--- src/rtl/input_port_router_if.sv ---
// Upstream/downstream signal bundle for input_port_router.
// master: packet source plus downstream arbiter side (drives *In, stallIn).
// slave : the router itself (drives inputReady, select bits and *Out).
// Widths come from NETWORK_ADDRESS_WIDTH, CACHE_BANK_ADDRESS_WIDTH and DATA_WIDTH,
// which get defaults here when not supplied by the build.
`ifndef NETWORK_ADDRESS_WIDTH
`define NETWORK_ADDRESS_WIDTH 4
`endif
`ifndef CACHE_BANK_ADDRESS_WIDTH
`define CACHE_BANK_ADDRESS_WIDTH 2
`endif
`ifndef DATA_WIDTH
`define DATA_WIDTH 8
`endif

interface input_port_router_if;
  localparam int NAW = `NETWORK_ADDRESS_WIDTH;
  localparam int CBW = `CACHE_BANK_ADDRESS_WIDTH;
  localparam int DW  = `DATA_WIDTH;

  // upstream packet
  logic [NAW+CBW-1:0] destinationAddressIn;
  logic [NAW-1:0]     requesterAddressIn;
  logic               readIn;
  logic               writeIn;
  logic [DW-1:0]      dataIn;
  logic               inputReady;

  // downstream arbiters: {CACHE,WEST,EAST,SOUTH,NORTH}
  logic [4:0]         stallIn;
  logic               selectBit_NORTH;
  logic               selectBit_SOUTH;
  logic               selectBit_EAST;
  logic               selectBit_WEST;
  logic               selectBit_CACHE;
  logic [NAW+CBW-1:0] destinationAddressOut;
  logic [NAW-1:0]     requesterAddressOut;
  logic               readOut;
  logic               writeOut;
  logic [DW-1:0]      dataOut;

  modport master (
    output destinationAddressIn, requesterAddressIn, readIn, writeIn, dataIn, stallIn,
    input  inputReady, selectBit_NORTH, selectBit_SOUTH, selectBit_EAST, selectBit_WEST,
           selectBit_CACHE, destinationAddressOut, requesterAddressOut, readOut, writeOut,
           dataOut
  );

  modport slave (
    input  destinationAddressIn, requesterAddressIn, readIn, writeIn, dataIn, stallIn,
    output inputReady, selectBit_NORTH, selectBit_SOUTH, selectBit_EAST, selectBit_WEST,
           selectBit_CACHE, destinationAddressOut, requesterAddressOut, readOut, writeOut,
           dataOut
  );
endinterface

--- src/rtl/input_port_router.sv ---
// Network input port: buffers incoming packets in a FIFO, computes the XY route
// at enqueue time and presents the head packet with a one-hot route select to
// the five output arbiters. The head pops when its own route is not stalled.
// Optional feature macro: INPUT_PORT_STATS_EN adds saturating acceptCount and
// stallCount outputs.
`ifndef NETWORK_ADDRESS_WIDTH
`define NETWORK_ADDRESS_WIDTH 4
`endif
`ifndef CACHE_BANK_ADDRESS_WIDTH
`define CACHE_BANK_ADDRESS_WIDTH 2
`endif
`ifndef DATA_WIDTH
`define DATA_WIDTH 8
`endif

module input_port_router #(
  parameter int FIFO_DEPTH = 4,
  parameter int X_WIDTH    = `NETWORK_ADDRESS_WIDTH / 2
) (
  input  logic                              clk,
  input  logic                              reset,
  input  logic [`NETWORK_ADDRESS_WIDTH-1:0] localAddress,
  input_port_router_if.slave                bus
`ifdef INPUT_PORT_STATS_EN
  ,
  output logic [15:0]                       acceptCount,
  output logic [15:0]                       stallCount
`endif
);

  localparam int NAW     = `NETWORK_ADDRESS_WIDTH;
  localparam int CBW     = `CACHE_BANK_ADDRESS_WIDTH;
  localparam int DW      = `DATA_WIDTH;
  localparam int DAW     = NAW + CBW;
  localparam int Y_WIDTH = NAW - X_WIDTH;
  localparam int PW      = $clog2(FIFO_DEPTH);
  localparam int CW      = PW + 1;

  // one-hot route, bit order matches stallIn {CACHE,WEST,EAST,SOUTH,NORTH}
  typedef enum logic [4:0] {
    ROUTE_NORTH = 5'b00001,
    ROUTE_SOUTH = 5'b00010,
    ROUTE_EAST  = 5'b00100,
    ROUTE_WEST  = 5'b01000,
    ROUTE_CACHE = 5'b10000
  } route_e;

  typedef struct packed {
    route_e           route;
    logic             rd;
    logic             wr;
    logic [DAW-1:0]   dest;
    logic [NAW-1:0]   req;
    logic [DW-1:0]    data;
  } entry_t;

  entry_t          mem_q [FIFO_DEPTH];
  logic [PW-1:0]   wr_ptr_q, wr_ptr_d;
  logic [PW-1:0]   rd_ptr_q, rd_ptr_d;
  logic [CW-1:0]   count_q,  count_d;

  logic            full, empty, input_ready;
  logic            push, pop, head_blocked;
  route_e          enq_route;
  entry_t          enq_entry, head, head_out;

  logic [NAW-1:0]     dst_net;
  logic [X_WIDTH-1:0] dst_x, loc_x;
  logic [Y_WIDTH-1:0] dst_y, loc_y;

  assign dst_net = bus.destinationAddressIn[DAW-1:CBW];
  assign dst_x   = dst_net[X_WIDTH-1:0];
  assign dst_y   = dst_net[NAW-1:X_WIDTH];
  assign loc_x   = localAddress[X_WIDTH-1:0];
  assign loc_y   = localAddress[NAW-1:X_WIDTH];

  // XY dimension-order route of the incoming packet: resolve X first, then Y
  always_comb begin
    // NOTE: every always_comb output gets a default first so no path infers a latch.
    enq_route = ROUTE_CACHE;
    if (dst_x > loc_x)      enq_route = ROUTE_EAST;
    else if (dst_x < loc_x) enq_route = ROUTE_WEST;
    else if (dst_y > loc_y) enq_route = ROUTE_SOUTH;
    else if (dst_y < loc_y) enq_route = ROUTE_NORTH;
  end

  // Handshake, pop decision and next pointer/occupancy state
  always_comb begin
    full         = (count_q == CW'(FIFO_DEPTH));
    empty        = (count_q == '0);
    // reset gates ready directly so it drops the instant reset asserts
    input_ready  = reset & ~full;
    push         = (bus.readIn | bus.writeIn) & input_ready;
    head         = mem_q[rd_ptr_q];
    head_blocked = ~empty & (|(head.route & bus.stallIn));
    pop          = ~empty & ~head_blocked;

    enq_entry.route = enq_route;
    enq_entry.rd    = bus.readIn;
    enq_entry.wr    = bus.writeIn;
    enq_entry.dest  = bus.destinationAddressIn;
    enq_entry.req   = bus.requesterAddressIn;
    enq_entry.data  = bus.dataIn;

    wr_ptr_d = push ? wr_ptr_q + PW'(1) : wr_ptr_q;
    rd_ptr_d = pop  ? rd_ptr_q + PW'(1) : rd_ptr_q;
    count_d  = count_q;
    unique case ({push, pop})
      2'b10:   count_d = count_q + CW'(1);
      2'b01:   count_d = count_q - CW'(1);
      default: count_d = count_q;
    endcase
  end

  // Pointer and occupancy registers, cleared asynchronously
  always_ff @(posedge clk or negedge reset) begin
    // NOTE: sequential state uses non-blocking assignments so every flop samples pre-edge values.
    if (!reset) begin
      wr_ptr_q <= '0;
      rd_ptr_q <= '0;
      count_q  <= '0;
    end else begin
      wr_ptr_q <= wr_ptr_d;
      rd_ptr_q <= rd_ptr_d;
      count_q  <= count_d;
    end
  end

  // Packet storage, written at the tail on every accepted packet
  always_ff @(posedge clk) begin
    // NOTE: storage has no reset; entries are only ever observed while count marks them valid.
    if (push) mem_q[wr_ptr_q] <= enq_entry;
  end

  // Head packet presented to all arbiters; zeroed while the FIFO is empty
  always_comb begin
    head_out = '0;
    if (!empty) head_out = head;
  end

  assign bus.inputReady            = input_ready;
  assign bus.selectBit_NORTH       = head_out.route[0];
  assign bus.selectBit_SOUTH       = head_out.route[1];
  assign bus.selectBit_EAST        = head_out.route[2];
  assign bus.selectBit_WEST        = head_out.route[3];
  assign bus.selectBit_CACHE       = head_out.route[4];
  assign bus.readOut               = head_out.rd;
  assign bus.writeOut              = head_out.wr;
  assign bus.destinationAddressOut = head_out.dest;
  assign bus.requesterAddressOut   = head_out.req;
  assign bus.dataOut               = head_out.data;

`ifdef INPUT_PORT_STATS_EN
  logic [15:0] accept_count_q, accept_count_d;
  logic [15:0] stall_count_q,  stall_count_d;

  // Saturating event counters: accepted packets and blocked-head cycles
  always_comb begin
    accept_count_d = accept_count_q;
    stall_count_d  = stall_count_q;
    if (push && (accept_count_q != 16'hFFFF))       accept_count_d = accept_count_q + 16'd1;
    if (head_blocked && (stall_count_q != 16'hFFFF)) stall_count_d  = stall_count_q + 16'd1;
  end

  // Counter registers, cleared asynchronously
  always_ff @(posedge clk or negedge reset) begin
    if (!reset) begin
      accept_count_q <= '0;
      stall_count_q  <= '0;
    end else begin
      accept_count_q <= accept_count_d;
      stall_count_q  <= stall_count_d;
    end
  end

  assign acceptCount = accept_count_q;
  assign stallCount  = stall_count_q;
`endif

endmodule

--- src/flat_wrapper.sv ---
// flat-port wrapper written by rule: the top's interface ports become plain ports
module input_port_router_flat 
#(
  parameter int FIFO_DEPTH = 4,
  parameter int X_WIDTH    = `NETWORK_ADDRESS_WIDTH / 2
)
  (clk, reset, localAddress, bus_destinationAddressIn, bus_requesterAddressIn, bus_readIn, bus_writeIn, bus_dataIn, bus_stallIn, bus_inputReady, bus_selectBit_NORTH, bus_selectBit_SOUTH, bus_selectBit_EAST, bus_selectBit_WEST, bus_selectBit_CACHE, bus_destinationAddressOut, bus_requesterAddressOut, bus_readOut, bus_writeOut, bus_dataOut);
  input_port_router_if bus_i ();
  input  logic clk;
  input  logic reset;
  input  logic [`NETWORK_ADDRESS_WIDTH-1:0] localAddress;
  input wire logic [$bits(bus_i.destinationAddressIn)-1:0] bus_destinationAddressIn;
  input wire logic [$bits(bus_i.requesterAddressIn)-1:0] bus_requesterAddressIn;
  input wire logic [$bits(bus_i.readIn)-1:0] bus_readIn;
  input wire logic [$bits(bus_i.writeIn)-1:0] bus_writeIn;
  input wire logic [$bits(bus_i.dataIn)-1:0] bus_dataIn;
  input wire logic [$bits(bus_i.stallIn)-1:0] bus_stallIn;
  output wire logic [$bits(bus_i.inputReady)-1:0] bus_inputReady;
  output wire logic [$bits(bus_i.selectBit_NORTH)-1:0] bus_selectBit_NORTH;
  output wire logic [$bits(bus_i.selectBit_SOUTH)-1:0] bus_selectBit_SOUTH;
  output wire logic [$bits(bus_i.selectBit_EAST)-1:0] bus_selectBit_EAST;
  output wire logic [$bits(bus_i.selectBit_WEST)-1:0] bus_selectBit_WEST;
  output wire logic [$bits(bus_i.selectBit_CACHE)-1:0] bus_selectBit_CACHE;
  output wire logic [$bits(bus_i.destinationAddressOut)-1:0] bus_destinationAddressOut;
  output wire logic [$bits(bus_i.requesterAddressOut)-1:0] bus_requesterAddressOut;
  output wire logic [$bits(bus_i.readOut)-1:0] bus_readOut;
  output wire logic [$bits(bus_i.writeOut)-1:0] bus_writeOut;
  output wire logic [$bits(bus_i.dataOut)-1:0] bus_dataOut;
  assign bus_i.destinationAddressIn = bus_destinationAddressIn;
  assign bus_i.requesterAddressIn = bus_requesterAddressIn;
  assign bus_i.readIn = bus_readIn;
  assign bus_i.writeIn = bus_writeIn;
  assign bus_i.dataIn = bus_dataIn;
  assign bus_i.stallIn = bus_stallIn;
  assign bus_inputReady = bus_i.inputReady;
  assign bus_selectBit_NORTH = bus_i.selectBit_NORTH;
  assign bus_selectBit_SOUTH = bus_i.selectBit_SOUTH;
  assign bus_selectBit_EAST = bus_i.selectBit_EAST;
  assign bus_selectBit_WEST = bus_i.selectBit_WEST;
  assign bus_selectBit_CACHE = bus_i.selectBit_CACHE;
  assign bus_destinationAddressOut = bus_i.destinationAddressOut;
  assign bus_requesterAddressOut = bus_i.requesterAddressOut;
  assign bus_readOut = bus_i.readOut;
  assign bus_writeOut = bus_i.writeOut;
  assign bus_dataOut = bus_i.dataOut;
  input_port_router #(.FIFO_DEPTH(FIFO_DEPTH), .X_WIDTH(X_WIDTH)) u_core (.clk(clk), .reset(reset), .localAddress(localAddress), .bus(bus_i));
endmodule
--- config.mk ---
export PLATFORM = sky130hd
export DESIGN_NAME = input_port_router_flat
export DESIGN_NICKNAME = d
export VERILOG_FILES = /design/src/rtl/input_port_router_if.sv /design/src/rtl/input_port_router.sv /design/src/flat_wrapper.sv
export SDC_FILE = /design/constraint.sdc
export NUM_CORES = 1
export LEC_CHECK = 0
export CAP_MARGIN = 20
export CORE_ASPECT_RATIO = 1.75
export CORE_MARGIN = 2
export CORE_UTILIZATION = 55
export CTS_CLUSTER_DIAMETER = 60
export CTS_CLUSTER_SIZE = 25
export DETAILED_ROUTE_END_ITERATION = 7
export GPL_TIMING_DRIVEN = 0
export PLACE_DENSITY = 0.89
export SYNTH_ARGS = -nofsm -noshare
export SYNTH_HDL_FRONTEND = slang
export SYNTH_SLANG_ARGS = --single-unit
--- constraint.sdc ---
create_clock -name clk -period 4.9 [get_ports clk]
set_input_delay 0.735 -clock clk [delete_from_list [all_inputs] [get_ports clk]]
set_output_delay 0.735 -clock clk [all_outputs]
set_load 0.01 [all_outputs]
==> out/summary.txt, run 1 <==
crit end category: primary output
Max Cap Viol: 0
Placed Instances: 383
Clock Latency Late Sink: 0.34 ns
CP most frequent cell: buf_2
setup TNS: 0 ns
CP max stage cell: mux4_2
Post-synth EDFFs: 100
CTS tree: built
overflow left after global routing: 0
first-pass GRT wire length: 13,090 um
# diodes: 0
Detailed Place HPWL: 5972 um
# port buffers: 56
setup bufs post-CTS: 0
fmax: 287.6 MHz
Yosys warning count: 0
cells after synthesis: 232
Post-Synth Adder-Cell Area: 3.020%
Final setup violation count: 0
share of cells above drive strength 1: 16.23%
Area Overhead vs Synth: 23.90%
Compound-Gate Fraction of Synth Area: 2.593%
Sink Count: 107
Final Max Tran Viols: 0
Worst Path Required: 4.16 ns
Worst Setup Path Type: flip-flop to primary output
fin cells: 398
critical path cell sequence: buf_6 -> buf_2 -> buf_2 -> mux4_2 -> nor2b_1 -> clkdlybuf4s50_1
Clock Tree Root: clkbuf_16
post-synth top area share: 68.38%
Worst-path clk slew: 0.07 ns
Post-Syn Area: 0.004392 mm2
post-placement cell area: 0.005155 mm2
CP max FO: 10
Pwr per Cell Area: 588.3 mW/mm2
unrepaired setup endpoints after global routing: no
FP Rows: 43
Worst Hold Class: flip-flop to flip-flop
GP Congestion: 0.7140
DRC Markers: 0
Routed WL: 8226 um
initial DRC count: 148
post-CTS resize count: 0
All-Layer GR Usage: 20.93%
CP top delay family: buffers and inverters
DIE HEIGHT: 122.2 um
vias: 2,290
DR WL/cell: 20.67 um
Antenna Nets Post-Route: 0
cts bufs inserted: 9
CTS Buffer Depth: 2
post-synth cell types: 33
nets: 345
sequential area share after synthesis: 72.36%
average size of a mapped cell: 18.93 um2
count leader, synth: edfxtp_1
syn_nets: 273
Async S/R FF share, synth: 6.542%
initial antenna violation count: 0
ys flop type: edfxtp_1
largest net degree at the start of global routing: 18
XOR/XNOR share of the synthesized area: 0.9972%
dominant combinational cell family by area after synthesis: multiplexers
status: finished, final reports clean
biggest cell delay along the critical path: 0.55 ns
P_leak: 1.872 nW
Crit path arrival time: 2.74 ns
final setup margin: 1.423 ns
Tightest Pin Transition: 0.8343 ns
Commonest cells post-synth: edfxtp_1 (100), nor2b_1 (24), mux4_2 (23), inv_1 (14), ha_1 (9)
vias in the first global route: 2,537
Die Wd: 71.55 um
I/O pins: 57
largest area contributor in the netlist: edfxtp_1
clk_skew: 0.007238 ns
Max H-tree Level: 3
Initial Util: 55.91%
hold_buf cts: 0
Worst Setup Start Kind: flip-flop
first-pass iteration count of the detailed router: 4
Hold Fails Final Rpt: 0
post-route cell area: 0.005441 mm2
pre-CTS setup slack: 1.359 ns
crit share post-route: 70.96%
min Tclk post-route: 3.477 ns
Simple-Gate Fraction of Synth Area: 5.698%
top cells by area, synth: edfxtp_1 (68%), mux4_2 (12%), dfrtp_1 (4.0%)
vias per cell: 5.754
post-synthesis mux area share: 13.08%
die footprint: 0.008744 mm2
Yosys reg bits: 107
Core ar.: 0.007855 mm2
Slew headroom: 44.38%
maximum VDD drop: 331.0 uV
Bufs and invs on worst path: 4
[worst register-to-register path, cell delays in order (launching register included)]
cell       delay (ns)
dfrtp_1          0.34
buf_6            0.13
mux4_2           0.55
a2111oi_4        0.42
nand2_2          0.11
a31oi_1          0.22
ha_1             0.22
inv_1            0.06
fa_1             0.37
xor2_1           0.15
nor2_1           0.13
xor2_1           0.16
[cell usage in the layout (no fill, tap or decap), types with 2 or more instances in the layout]
cell type        count
clkdlybuf4s50_1     56
a31oi_1              2
o21ai_0              2
nor3_1               2
inv_1               14
xor2_1               2
ha_1                 9
dfrtp_1              7
buf_8                2
clkbuf_1             4
a211oi_1             2
buf_1                2
mux4_2              23
nand2_1              5
nor2_1               4
a21oi_1              4
clkinvlp_4           2
edfxtp_1           100
nor2b_1             24
and2_1               5
clkbuf_16            9
xnor2_1              3
buf_16               2
buf_2                5
mux2i_1              3
[final cells by class]
| class | instances | area [um2] |
|---|---|---|
| tap | 90 | 112.6 |
| sequential | 107 | 3178 |
| fill | 520 | 2414 |
| clock inverter | 4 | 53.80 |
| inverter | 14 | 52.55 |
| buffer | 9 | 46.29 |
| clock buffer | 11 | 232.7 |
| timing repair buffer | 61 | 650.6 |
| multi-input combinational | 102 | 1115 |
[registers in the layout, summed over array words and instances (netlist names)]
| name | cells |
|---|---|
| u_core.count_q | 3 |
| u_core.mem_q | 100 |
| u_core.rd_ptr_q | 2 |
| u_core.wr_ptr_q | 2 |
[routing by layer]
layer | up-vias | global-route usage, % | share of wire (%)
met1 | 1179 | 22.71 | 35
met2 | 62 | 38.48 | 59
met5 | - | 0 | 0
met4 | 0 | 10.85 | 2.3
met3 | 14 | 3.366 | 3.6
li1 | 1035 | - | -
[cell families after synthesis]
logic type,count (synthesis)
xor gates and xnor gates,5
buffers and inverters,23
muxes,28
DFF,107
and+or+nand+nor,44
AOI/OAI and AO/OA,15
adders and majority gates,10
[through the flow]
| stage | power, mW | util (%) | hold slack [ns] |
|---|---|---|---|
| 2_1_floorplan | 1.976 | - | 0.4394 |
| 3_3_place_gp | 2.459 | 64.48 | 0.4855 |
| 3_5_place_dp | 2.551 | 65.63 | 0.5052 |
| 4_1_cts | 3.241 | 69.27 | 0.5150 |
| 5_1_grt | 3.371 | 69.27 | 0.5302 |
| 6_report | 3.201 | 69.27 | 0.5184 |
[where the power goes]
| group | leakage (nW) | internal, mW | switching, mW | total, mW |
|---|---|---|---|---|
| sequential | 0.998 | 1.17 | 0.0488 | 1.22 |
| combinational | 0.743 | 0.690 | 0.599 | 1.29 |
| clock | 0.132 | 0.394 | 0.296 | 0.690 |
[path summary, 6_finish.rpt]
path | cells after the start | end | slack, ns | start
setup / recovery | 6 | bus_destinationAddressOut[4] | 1.42 | u_core.rd_ptr_q[0]$_DFFE_PN0P_
max in group asynchronous | 1 | u_core.rd_ptr_q[0]$_DFFE_PN0P_ | 3.89 | reset
setup reg to reg | 11 | u_core.count_q[2]$_DFFE_PN0P_ | 1.98 | u_core.rd_ptr_q[0]$_DFFE_PN0P_
hold / removal | 1 | u_core.count_q[2]$_DFFE_PN0P_ | 0.52 | u_core.count_q[2]$_DFFE_PN0P_
min in group asynchronous | 1 | u_core.count_q[2]$_DFFE_PN0P_ | 0.70 | reset
hold reg to reg | 1 | u_core.count_q[2]$_DFFE_PN0P_ | 0.52 | u_core.count_q[2]$_DFFE_PN0P_
(Power assumes the default switching activity.)
==> run 2: changes to the inputs <==
- CORE_UTILIZATION: 55 -> 49
- PLACE_DENSITY: 0.89 -> 0.84
- clock period: 4.9 -> 2.9 ns (I/O delays scaled with it)
==> out/summary.txt, run 2 (synthesis gave the netlist of run 1 again) <==
Core ar.: 0.008671 mm2
CP max stage cell: mux4_2
initial antenna violation count: 0
# diodes: 0
vias in the first global route: 2,342
hold_buf cts: 0
Detailed Place HPWL: 5647 um
Area Overhead vs Synth: 26.41%
crit share post-route: 98.27%
Sink Count: 107
Most Used Layer, Global Route: met2
largest net degree at the start of global routing: 17
CP most frequent cell: xor2_1
fin cells: 428
Hold Fails Final Rpt: 0
first-pass GRT wire length: 12,140 um
critical path cell sequence: buf_6 -> mux4_2 -> a2111oi_4 -> nand2_2 -> a31oi_2 -> ha_2 -> inv_2 -> fa_2 -> xor2_1 -> nor2_1 -> xor2_1
Regs by FF count: u_core.mem_q: 100 flops, u_core.count_q: 3 flops
Power, Total: 5.488 mW
I/O pins: 57
Worst Path Required: 3.16 ns
Biggest register: u_core.mem_q
Worst-path clk slew: 0.06 ns
Slew headroom: 47.45%
All-Layer GR Usage: 18.06%
clk_skew: 0.003706 ns
DRC Markers: 0
Max Cap Viol: 0
M2 GR Usage: 32.07%
Initial Util: 50.65%
R2R Path Start: u_core.rd_ptr_q[0]$_DFFE_PN0P_
final setup margin: 0.05026 ns
CTS tree: built
maximum VDD drop: 599.0 uV
post-route cell area: 0.005552 mm2
CP max FO: 5
Antenna Nets Post-Route: 0
initial DRC count: 159
Worst R2R End: u_core.count_q[2]$_DFFE_PN0P_
post-placement cell area: 0.005201 mm2
overflow left after global routing: 0
Fillers: 625
CTS Buffer Depth: 2
cts bufs inserted: 9
DR WL/cell: 18.55 um
pre-CTS setup slack: -0.1521 ns
status: finished, final reports clean
unrepaired setup endpoints after global routing: yes
Die Wd: 75.57 um
die footprint: 0.009766 mm2
# port buffers: 56
most common cell after layout, fill and taps aside: edfxtp_1
met3 GRT Util: 5.132%
max FFs per register: 100
reg2reg setup slack: 0.05 ns
P_leak: 1.913 nW
FP Rows: 45
biggest cell delay along the critical path: 0.54 ns
Final setup violation count: 0
Bufs and invs on worst path: 2
GR met1 Demand/Resource: 19.39%
share of cells above drive strength 1: 18.97%
Worst Setup Start Kind: flip-flop
fmax: 350.9 MHz
FF+latch area: 0.003178 mm2
Final Max Tran Viols: 0
first-pass iteration count of the detailed router: 4
Tightest Pin Transition: 0.7882 ns
Placed Instances: 410
Clock Latency Late Sink: 0.33 ns
GP Congestion: 0.7166
vias: 2,274
Crit path arrival time: 3.11 ns
Max H-tree Level: 3
commonest non-fill, non-tap cells in the layout: edfxtp_1 (100), clkdlybuf4s50_1 (56), nor2b_1 (24), mux4_2 (23), inv_1 (13)
Multi-input gate area: 0.001131 mm2
DIE HEIGHT: 129.2 um
nets: 349
Pwr per Cell Area: 988.5 mW/mm2
Worst Hold Class: input port to asynchronous set/reset pin
crit end category: flip-flop
CP top delay family: compound AO/OA/AOI/OAI gates
vias per cell: 5.313
Clock Tree Root: clkbuf_16
min Tclk post-route: 2.850 ns
Routed WL: 7940 um
Worst Setup Path Type: flip-flop to flip-flop
cells on worst reg2reg path: 11
-- run 2: area by class of cell --
type                       instances  share of cell area [%]
clock buffer                       9                   4.057
clock inverter                     5                  0.8339
sequential                       107                   57.25
inverter                          14                  0.9466
timing repair buffer              65                   12.49
buffer                             9                   1.420
multi-input combinational        102                   20.37
tap                              117                   2.637
-- run 2: repair_timing --
item / 4_1_cts / 5_1_grt
gates resized for setup: 11 / 5
setup endpoints to repair: 24 / 9
buffers inserted: 0 / 4
pin swaps: 1 / 3
endpoints found under the hold margin: 0 / 0
-- run 2: power by group --
| part | internal [mW] | switching (mW) | total [mW] | leakage [nW] |
|---|---|---|---|---|
| Combinational | 1.27 | 1.02 | 2.29 | 0.782 |
| Sequential | 1.98 | 0.0867 | 2.07 | 0.998 |
| Clock | 0.649 | 0.480 | 1.13 | 0.134 |
-- run 2: worst max-delay path by stage --
stage / depth (start not counted) / startpoint / endpoint / slack [ns]
after floorplan: 11 / u_core.rd_ptr_q[0]$_DFFE_PN0P_ / u_core.count_q[2]$_DFFE_PN0P_ / 0.25
after global placement: 5 / reset / u_core.mem_q[0][4]$_DFFE_PP_ / -0.38
after detailed placement: 6 / reset / u_core.mem_q[1][0]$_DFFE_PP_ / -0.15
after CTS: 6 / u_core.rd_ptr_q[0]$_DFFE_PN0P_ / bus_writeOut / 0.005
after global routing: 11 / u_core.rd_ptr_q[0]$_DFFE_PN0P_ / u_core.count_q[2]$_DFFE_PN0P_ / -0.10
final: 11 / u_core.rd_ptr_q[0]$_DFFE_PN0P_ / u_core.count_q[2]$_DFFE_PN0P_ / 0.05
-- run 2: stage by stage --
stage          TNS, ns  utilization, %  hold slack, ns
6_report             0           64.03          0.3831
2_1_floorplan        0               -          0.1394
3_3_place_gp    -39.48           58.80          0.4823
3_5_place_dp    -6.096           59.99          0.4924
5_1_grt        -0.1015           64.03          0.3878
4_1_cts              0           63.52          0.3819
-- run 2: layer usage --
| layer | part of all wire [%] | wire length [um] |
|---|---|---|
| met5 | 0 | 0 |
| met4 | 1.3 | 106 |
| met3 | 3.1 | 247 |
| met2 | 60 | 4775 |
| met1 | 35 | 2810 |
-- run 2: worst reg2reg max path, stage by stage, from the launching register on --
cell	delay, ns
dfrtp_1	0.37
buf_6	0.13
mux4_2	0.54
a2111oi_4	0.42
nand2_2	0.13
a31oi_2	0.17
ha_2	0.21
inv_2	0.04
fa_2	0.33
xor2_1	0.15
nor2_1	0.12
xor2_1	0.16
